File: src/rtl/bus_pkg.sv
// Shared bus definitions: destination codes, increment bit indices and the
// data-RAM write FSM state encoding. Also used by the bus mux and control unit.
package bus_pkg;

    localparam int DATA_W_DEF = 16;

    // Destination codes carried on ld_sel; 8..15 decode to nothing.
    localparam logic [3:0] DEST_NONE = 4'd0;
    localparam logic [3:0] DEST_AR   = 4'd1;
    localparam logic [3:0] DEST_PC   = 4'd2;
    localparam logic [3:0] DEST_DR   = 4'd3;
    localparam logic [3:0] DEST_IR   = 4'd4;
    localparam logic [3:0] DEST_R    = 4'd5;
    localparam logic [3:0] DEST_AC   = 4'd6;
    localparam logic [3:0] DEST_DRAM = 4'd7;

    // Bit positions inside the one-hot inc_sel vector.
    localparam int INC_PC = 0;
    localparam int INC_AR = 1;
    localparam int INC_R  = 2;

    typedef enum logic {
        WR_IDLE = 1'b0,
        WR_WAIT = 1'b1
    } wr_state_e;

endpackage

File: src/rtl/bus_dram_wr_fsm.sv
// Single-outstanding write handshake to data RAM with an ack timeout.
// Requests arriving while a write is outstanding are dropped and flagged.
module bus_dram_wr_fsm
    import bus_pkg::*;
#(
    parameter int DATA_W  = DATA_W_DEF,
    parameter int ACK_TMO = 15
) (
    input  logic              clock,
    input  logic              reset,
    input  logic              start,
    input  logic [DATA_W-1:0] wr_addr,
    input  logic [DATA_W-1:0] wr_data,
    input  logic              dram_ack,
    output logic [DATA_W-1:0] dram_addr,
    output logic [DATA_W-1:0] dram_wdata,
    output logic              dram_we,
    output logic              wr_busy,
    output logic              wr_done,
    output logic              wr_err,
    output logic              wr_accept
);

    localparam logic [7:0] TMO_LAST = 8'(ACK_TMO - 1);

    wr_state_e  state, state_nxt;
    logic [7:0] tmo_cnt;
    logic       tmo_hit;

    assign tmo_hit = (tmo_cnt == TMO_LAST);

    always_ff @(posedge clock) begin
        if (reset) state <= WR_IDLE;
        else       state <= state_nxt;
    end

    always_comb begin
        state_nxt = state;
        case (state)
            WR_IDLE: if (start)               state_nxt = WR_WAIT;
            WR_WAIT: if (dram_ack || tmo_hit) state_nxt = WR_IDLE;
            default:                          state_nxt = WR_IDLE;
        endcase
    end

    // An ack seen while still IDLE never counts; only WAIT can accept.
    always_comb begin
        dram_we   = (state == WR_WAIT);
        wr_busy   = (state != WR_IDLE);
        wr_accept = (state == WR_WAIT) && dram_ack;
    end

    always_ff @(posedge clock) begin
        if (reset) begin
            tmo_cnt    <= '0;
            dram_addr  <= '0;
            dram_wdata <= '0;
            wr_done    <= 1'b0;
            wr_err     <= 1'b0;
        end else begin
            wr_done <= (state == WR_WAIT) && dram_ack;
            if (state == WR_IDLE) begin
                tmo_cnt <= '0;
                if (start) begin
                    dram_addr  <= wr_addr;
                    dram_wdata <= wr_data;
                end
            end else begin
                tmo_cnt <= tmo_cnt + 8'd1;
            end
            if ((state == WR_WAIT) && (start || (!dram_ack && tmo_hit)))
                wr_err <= 1'b1;
        end
    end

endmodule

File: src/rtl/bus_dest_regs.sv
// Bus receive side: decodes ld_sel and loads AR/PC/DR/IR/R/AC or issues a data-RAM write.
// Define BUS_DEST_AR_AUTOINC_EN to step AR by one on every accepted RAM write.
module bus_dest_regs
    import bus_pkg::*;
#(
    parameter int DATA_W  = DATA_W_DEF,
    parameter int ACK_TMO = 15
) (
    input  logic              clock,
    input  logic              reset,
    input  logic [DATA_W-1:0] bus_data,
    input  logic [3:0]        ld_sel,
    input  logic [2:0]        inc_sel,
    input  logic              clr_ac,
    output logic [DATA_W-1:0] ar,
    output logic [DATA_W-1:0] pc,
    output logic [DATA_W-1:0] dr,
    output logic [DATA_W-1:0] ir,
    output logic [DATA_W-1:0] r,
    output logic [DATA_W-1:0] ac,
    output logic              ac_zero,
    output logic [DATA_W-1:0] dram_addr,
    output logic [DATA_W-1:0] dram_wdata,
    output logic              dram_we,
    input  logic              dram_ack,
    output logic              wr_busy,
    output logic              wr_done,
    output logic              wr_err
);

`ifdef BUS_DEST_AR_AUTOINC_EN
    localparam bit AR_AUTOINC = 1'b1;
`else
    localparam bit AR_AUTOINC = 1'b0;
`endif

    localparam logic [DATA_W-1:0] ONE = DATA_W'(1);

    logic              wr_accept;
    logic [DATA_W-1:0] ac_nxt;

    // ac_zero is computed from next-state AC so the flag lands with its value.
    always_comb begin
        ac_nxt = ac;
        if (clr_ac)                 ac_nxt = '0;
        else if (ld_sel == DEST_AC) ac_nxt = bus_data;
    end

    always_ff @(posedge clock) begin
        if (reset) begin
            ar      <= '0;
            pc      <= '0;
            dr      <= '0;
            ir      <= '0;
            r       <= '0;
            ac      <= '0;
            ac_zero <= 1'b1;
        end else begin
            // Auto-increment only fills in when nothing else touches AR this cycle.
            if (ld_sel == DEST_AR)                                ar <= bus_data;
            else if (inc_sel[INC_AR] || (AR_AUTOINC && wr_accept)) ar <= ar + ONE;

            if (ld_sel == DEST_PC)    pc <= bus_data;
            else if (inc_sel[INC_PC]) pc <= pc + ONE;

            if (ld_sel == DEST_R)    r <= bus_data;
            else if (inc_sel[INC_R]) r <= r + ONE;

            if (ld_sel == DEST_DR) dr <= bus_data;
            if (ld_sel == DEST_IR) ir <= bus_data;

            ac      <= ac_nxt;
            ac_zero <= (ac_nxt == '0);
        end
    end

    bus_dram_wr_fsm #(
        .DATA_W  (DATA_W),
        .ACK_TMO (ACK_TMO)
    ) u_wr_fsm (
        .clock      (clock),
        .reset      (reset),
        .start      (ld_sel == DEST_DRAM),
        .wr_addr    (ar),
        .wr_data    (bus_data),
        .dram_ack   (dram_ack),
        .dram_addr  (dram_addr),
        .dram_wdata (dram_wdata),
        .dram_we    (dram_we),
        .wr_busy    (wr_busy),
        .wr_done    (wr_done),
        .wr_err     (wr_err),
        .wr_accept  (wr_accept)
    );

endmodule
File: config.mk
export PLATFORM = sky130hd
export DESIGN_NAME = bus_dest_regs
export DESIGN_NICKNAME = d
export VERILOG_FILES = /design/src/rtl/bus_pkg.sv /design/src/rtl/bus_dram_wr_fsm.sv /design/src/rtl/bus_dest_regs.sv
export SDC_FILE = /design/constraint.sdc
export NUM_CORES = 1
export LEC_CHECK = 0
export ABC_CLOCK_PERIOD_IN_PS = 2600
export CAP_MARGIN = 5
export CELL_PAD_IN_SITES_DETAIL_PLACEMENT = 1
export CELL_PAD_IN_SITES_GLOBAL_PLACEMENT = 1
export CORE_MARGIN = 2
export CORE_UTILIZATION = 35
export DETAILED_ROUTE_END_ITERATION = 7
export PLACE_DENSITY_LB_ADDON = 0.1
export SLEW_MARGIN = 40
export SYNTH_ARGS = -nofsm -noshare
export SYNTH_HDL_FRONTEND = slang
export SYNTH_SLANG_ARGS = --single-unit
File: constraint.sdc
create_clock -name clock -period 2.6 [get_ports clock]
set_clock_uncertainty 0.15 [all_clocks]
set_input_delay 0.26 -clock clock [delete_from_list [all_inputs] [get_ports clock]]
set_output_delay 0.26 -clock clock [all_outputs]
set_load 0.005 [all_outputs]
Word-level counts from Yosys, hierarchy flattened
Cells that the tools add are included.
- bits in registers: 140
- input port bits: 27
- output and inout port bits: 133
- word-level logic and storage cells: 49
- add/subtract/negate cells: 4
- equal/unequal tests: 8
- muxes and demuxes: 11
- bitwise gates (word level): 1
- reductions and logical operators: 12
- operators by type and width (cell ; number):
    $mux 16 ; 8
    $add 16x1->16 const B ; 3
    $eq 4x3->1 const B ; 4
    $logic_not 16->1 ; 1
    $add 8x1->8 const B ; 1
    $eq 4x2->1 const B ; 2
    $eq 8x4->1 const B ; 1
    $reduce_bool 2->1 ; 3
    $eq 4x1->1 const B ; 1
    $logic_and 1x1->1 ; 3
    $logic_or 1x1->1 ; 2
    $mux 1 ; 2
    $pmux 1 s2 ; 1
    $reduce_and 2->1 ; 1
    $reduce_or 2->1 ; 1
    $logic_not 1->1 ; 1
    $not 1->1 ; 1

Depth between registers and ports, before layout
- depth in word-level cells: 4
- depth in mapped cells: 7
- gate-level depth less buffers: 6

Modules after synthesis
A second synthesis with hierarchy kept.
- cell total of the unflattened synthesis: 731
- area total of the unflattened synthesis: 5893.2 sq um
- modules (own cells, without submodules) (module ; instances ; cells an instance ; area each (sq um) ; seq. area each (sq um)):
    bus_dest_regs ; 1 ; 537 ; 4307.9 ; 1941.9
    bus_dram_wr_fsm ; 1 ; 194 ; 1585.3 ; 860.8

Worst setup path before layout
No wires, ideal clock.
- path kind: reg-to-reg
- start point: register r[3]
- end point: register r[15]
- setup time: 0.091 ns
- data arrival time: 1.715 ns
- required time: 2.359 ns
- setup slack: 0.644 ns
- stages on the path, launching flop included: 5
- path buffers: 0
- period minus slack after synthesis: 1.956 ns
- path through: dfxtp_1 nand4_4 or3_4 or4_1 a311oi_1
- cells in the longest elaborated chain, start to end: 3
- ends and longest elaborated chain (element ; RTL line ; RTL):
    start: declaration ; bus_dest_regs.sv:19 ; output logic [DATA_W-1:0] r,
    start signal: assignment ; bus_dest_regs.sv:66 ; if (ld_sel == DEST_R) r <= bus_data;
    start signal: assignment ; bus_dest_regs.sv:67 ; else if (inc_sel[INC_R]) r <= r + ONE;
    $add 16x1->16 ; bus_dest_regs.sv:67 ;
    $mux 16 ; bus_dest_regs.sv:67 ;
    $mux 16 ; bus_dest_regs.sv:66 ;
No other way between the ends. The select of a mux whose other input is x is not followed.
A chain may end at the register's enable or synchronous reset.

Worst setup path in the final report
- start point: register ar[7]
- end point: register ar[15]
- cells in the longest elaborated chain, start to end: 3
- ends and longest elaborated chain (element ; RTL line ; RTL):
    start: declaration ; bus_dest_regs.sv:15 ; output logic [DATA_W-1:0] ar,
    start signal: assignment ; bus_dest_regs.sv:60 ; if (ld_sel == DEST_AR) ar <= bus_data;
    start signal: assignment ; bus_dest_regs.sv:61 ; else if (inc_sel[INC_AR] || (AR_AUTOINC && wr_accept)) ar <= ar + ONE;
    $add 16x1->16 ; bus_dest_regs.sv:61 ;
    $mux 16 ; bus_dest_regs.sv:61 ;
    $mux 16 ; bus_dest_regs.sv:60 ;
No other way between the ends. The select of a mux whose other input is x is not followed.

==> results by group <==
Status
  – Status: finished clean

Clocking
  – CTS root buf: clkbuf_16
  – Postcts setup bufs: 0
  – Post-CTS Hold Buffers: 1
  – Num CTS Buffers: 17
  – Clock Pin Slew Worst Setup and Hold Paths: 0.06 ns
  – CTS Sinks: 140
  – H-tree depth: 4
  – Post-CTS resize count: 0
  – Clk buf depth: 2
  – Clock latency on the worst-skew pair: 0.43 ns
  – CTS tree: yes

Logic synthesis
  – Post-synth EDFFs: 0
  – Synth cell count leaders: nand2_1, dfxtp_1, a21oi_1, nor2_1, clkbuf_1
  – Sequential share of the synthesized area: 0.473
  – Ys flop type: dfxtp_1
  – Most frequent cell after synthesis: nand2_1
  – Yosys cell types: 40
  – Yosys warnings: 0
  – Yosys reg bits: 140
  – Synth Area per Inst: 8.05 µm²
  – Synthesized area: 5920 µm²
  – Syn Nets: 768
  – FFs w/ async S/R, synth: 0
  – Share of the synthesized area in the top cell type: 0.473
  – Synth Instances: 736
  – Post-synth top area cell: dfxtp_1
  – Synth area leaders: dfxtp_1, nand2_1, a21oi_1

Global route
  – Gr ovfl total: 0
  – Total track usage: 0.240
  – Largest net degree at the start of global routing: 113
  – Antenna violations before repair: 1
  – First-pass GRT wire length: 33100 µm
  – Vias in the first global route: just under 6000

Pwr
  – Pwr Total: about 0.0054 W
  – Switch Pwr: between 0.001 and 0.0015 W
  – VDD IR max: 0.000538 V
  – PwrDens: 638 nW/µm²
  – Internal Power: 0.00407 W
  – Sequential share of power: 0.420
  – Logic pwr share: 0.082
  – P_leak: roughly 2.8 nW
  – Clock power frac: 0.498
  – Sw frac: 0.246

Min path
  – Min-delay worst type: in -> reg
  – Min-delay src: dram_ack

Worst setup path
  – Worst Setup End Kind: register
  – CP Launch Type: register
  – CP required: 2.79 ns
  – FF-to-FF Start: ar[7]
  – CP max stage cell: or4_1
  – CP Class: reg -> reg
  – Crit-path leading delay family: simple AND/OR/NAND/NOR gates
  – Sum of buffers and inverters on the critical path: 0
  – CP Cell Sequence: nand4_2 -> or4_1 -> or3_1 -> a311oi_1
  – Critical path arrival: 2.31 ns
  – Critical Path Start: ar[7]
  – CP peak stage delay: around 0.59 ns
  – Worst-path fanout max: 8

Placed design
  – Dpl hpwl: around 15000 µm
  – Port buffer count: ~160
  – Routability cong.: 0.837
  – Area after DPL: 7800 µm²
  – Dpl cells: 1084

Detailed routing
  – Post-route ant nets: 0
  – DRT iter0 DRCs: 322
  – Via Count: 5891
  – DRT Pass-1 Iters: 4
  – WL per Instance: around 19 µm
  – Total Wirelength: between 20000 and 25000 µm
  – Post-DR vias/cell: 5.27
  – # DRC: 0

STA
  – Tightest Pin Transition: 0.602 ns
  – RSZ-0062 raised after global routing: false
  – Final Hold Slack: roughly 0.31 ns
  – Final Max Slew Viols: 0
  – Normalized max-slew margin: 0.595
  – Final setup vio count: 0
  – Final setup TNS: 0 ns
  – F_max: ~0.47 GHz
  – Fin crit period: 2.12 ns
  – Final Cycle Share: 0.816
  – Final Hold Viols: 0

Die
  – Core area: 16600 µm²
  – Site Rows: 47
  – Starting density of the core: 0.357
  – Die ar.: 18000 µm²
  – Ports: 160
  – Die Height: ~130 µm
  – Chip Width: 134 µm

Cells and area
  – Final Instance Count excl. Fillers: 1118
  – Area grow syn2layout: 42.8%
  – Layout cells sized above 1: 0.0858
  – Final layout net count: 916
  – Design Area, Final: around 8500 µm²

Run
  – Max_cap viols: 0
-- state kept, by name (all words and copies together), names as in the netlist --
register             flops
u_wr_fsm.wr_err          1
u_wr_fsm.wr_done         1
ar                      16
ac                      16
u_wr_fsm.dram_we         1
r                       16
ir                      16
ac_zero                  1
u_wr_fsm.dram_addr      16
u_wr_fsm.tmo_cnt         8
pc                      16
u_wr_fsm.dram_wdata     16
dr                      16
-- cell usage in the layout (no fill, tap or decap), types with 17 or more instances in the layout --
| cell type | count |
|---|---|
| nor2_1 | 64 |
| nand2_1 | 179 |
| xnor2_1 | 23 |
| a211oi_1 | 38 |
| buf_4 | 33 |
| clkdlybuf4s50_1 | 158 |
| dfxtp_1 | 140 |
| a21oi_1 | 82 |
| clkbuf_16 | 17 |
| nor4_1 | 21 |
-- cell type report --
cell class              count  area (µm²)
clock inverters            14         208
well taps                 220         275
clock buffers              18         439
inverters                   7        26.3
flip-flops and latches    140        2800
multi-input cells         525        2850
diodes                      1        2.50
fillers                  1973        8130
repair buffers            193        1860
-- metrics by stage --
stage	setup WS [ns]	util
floorplan	0.644	-
global placement	0.333	0.470
detailed placement	0.258	0.470
CTS	0.482	0.510
global route	0.340	0.510
finish	0.477	0.510
-- logic make-up (layout without fill, tap and decap cells) --
group                      after synthesis  in the layout  share of synthesized area
AOI/OAI and AO/OA                      142            142                      0.145
xor gates and xnor gates                38             38                     0.0562
adders and majority gates                5              5                     0.0106
buffers and inverters                   71            232                     0.0475
DFF                                    140            140                      0.473
muxes                                    3              3                    0.00507
other                                    0              1                          0
and+or+nand+nor                        337            337                      0.263
-- tightest hold or removal path: stages --
cell             delay, ns
clkdlybuf4s50_1       0.44
inv_1                 0.09
nor2_1                0.04
-- routing by layer --
metal  share of wire  track usage  wire, µm
met3           0.055       0.0624      1180
met2            0.49        0.415     10600
met4           0.016       0.0754       337
met5               0            0         0
met1            0.44        0.294      9310
-- worst paths after layout --
path / endpoint / slack (ns) / cells past startpoint
worst max-delay path: ar[15] / 0.48 / 4
worst min-delay path: u_wr_fsm.wr_done / 0.31 / 3
worst min register to register: u_wr_fsm.dram_addr[10] / 0.31 / 2
worst max register to register: ar[15] / 0.48 / 4
-- power groups by stage --
stage / logic (W) / registers (W) / clock network (W)
after detailed placement: 0.000439 / 0.00231 / 0
after global routing: 0.000474 / 0.00227 / 0.00281
after floorplan: 0.000182 / 0.00230 / 0
after global placement: 0.000426 / 0.00231 / 0
after CTS: 0.000443 / 0.00227 / 0.00271
final: 0.000440 / 0.00227 / 0.00269
(Power assumes the default switching activity.)
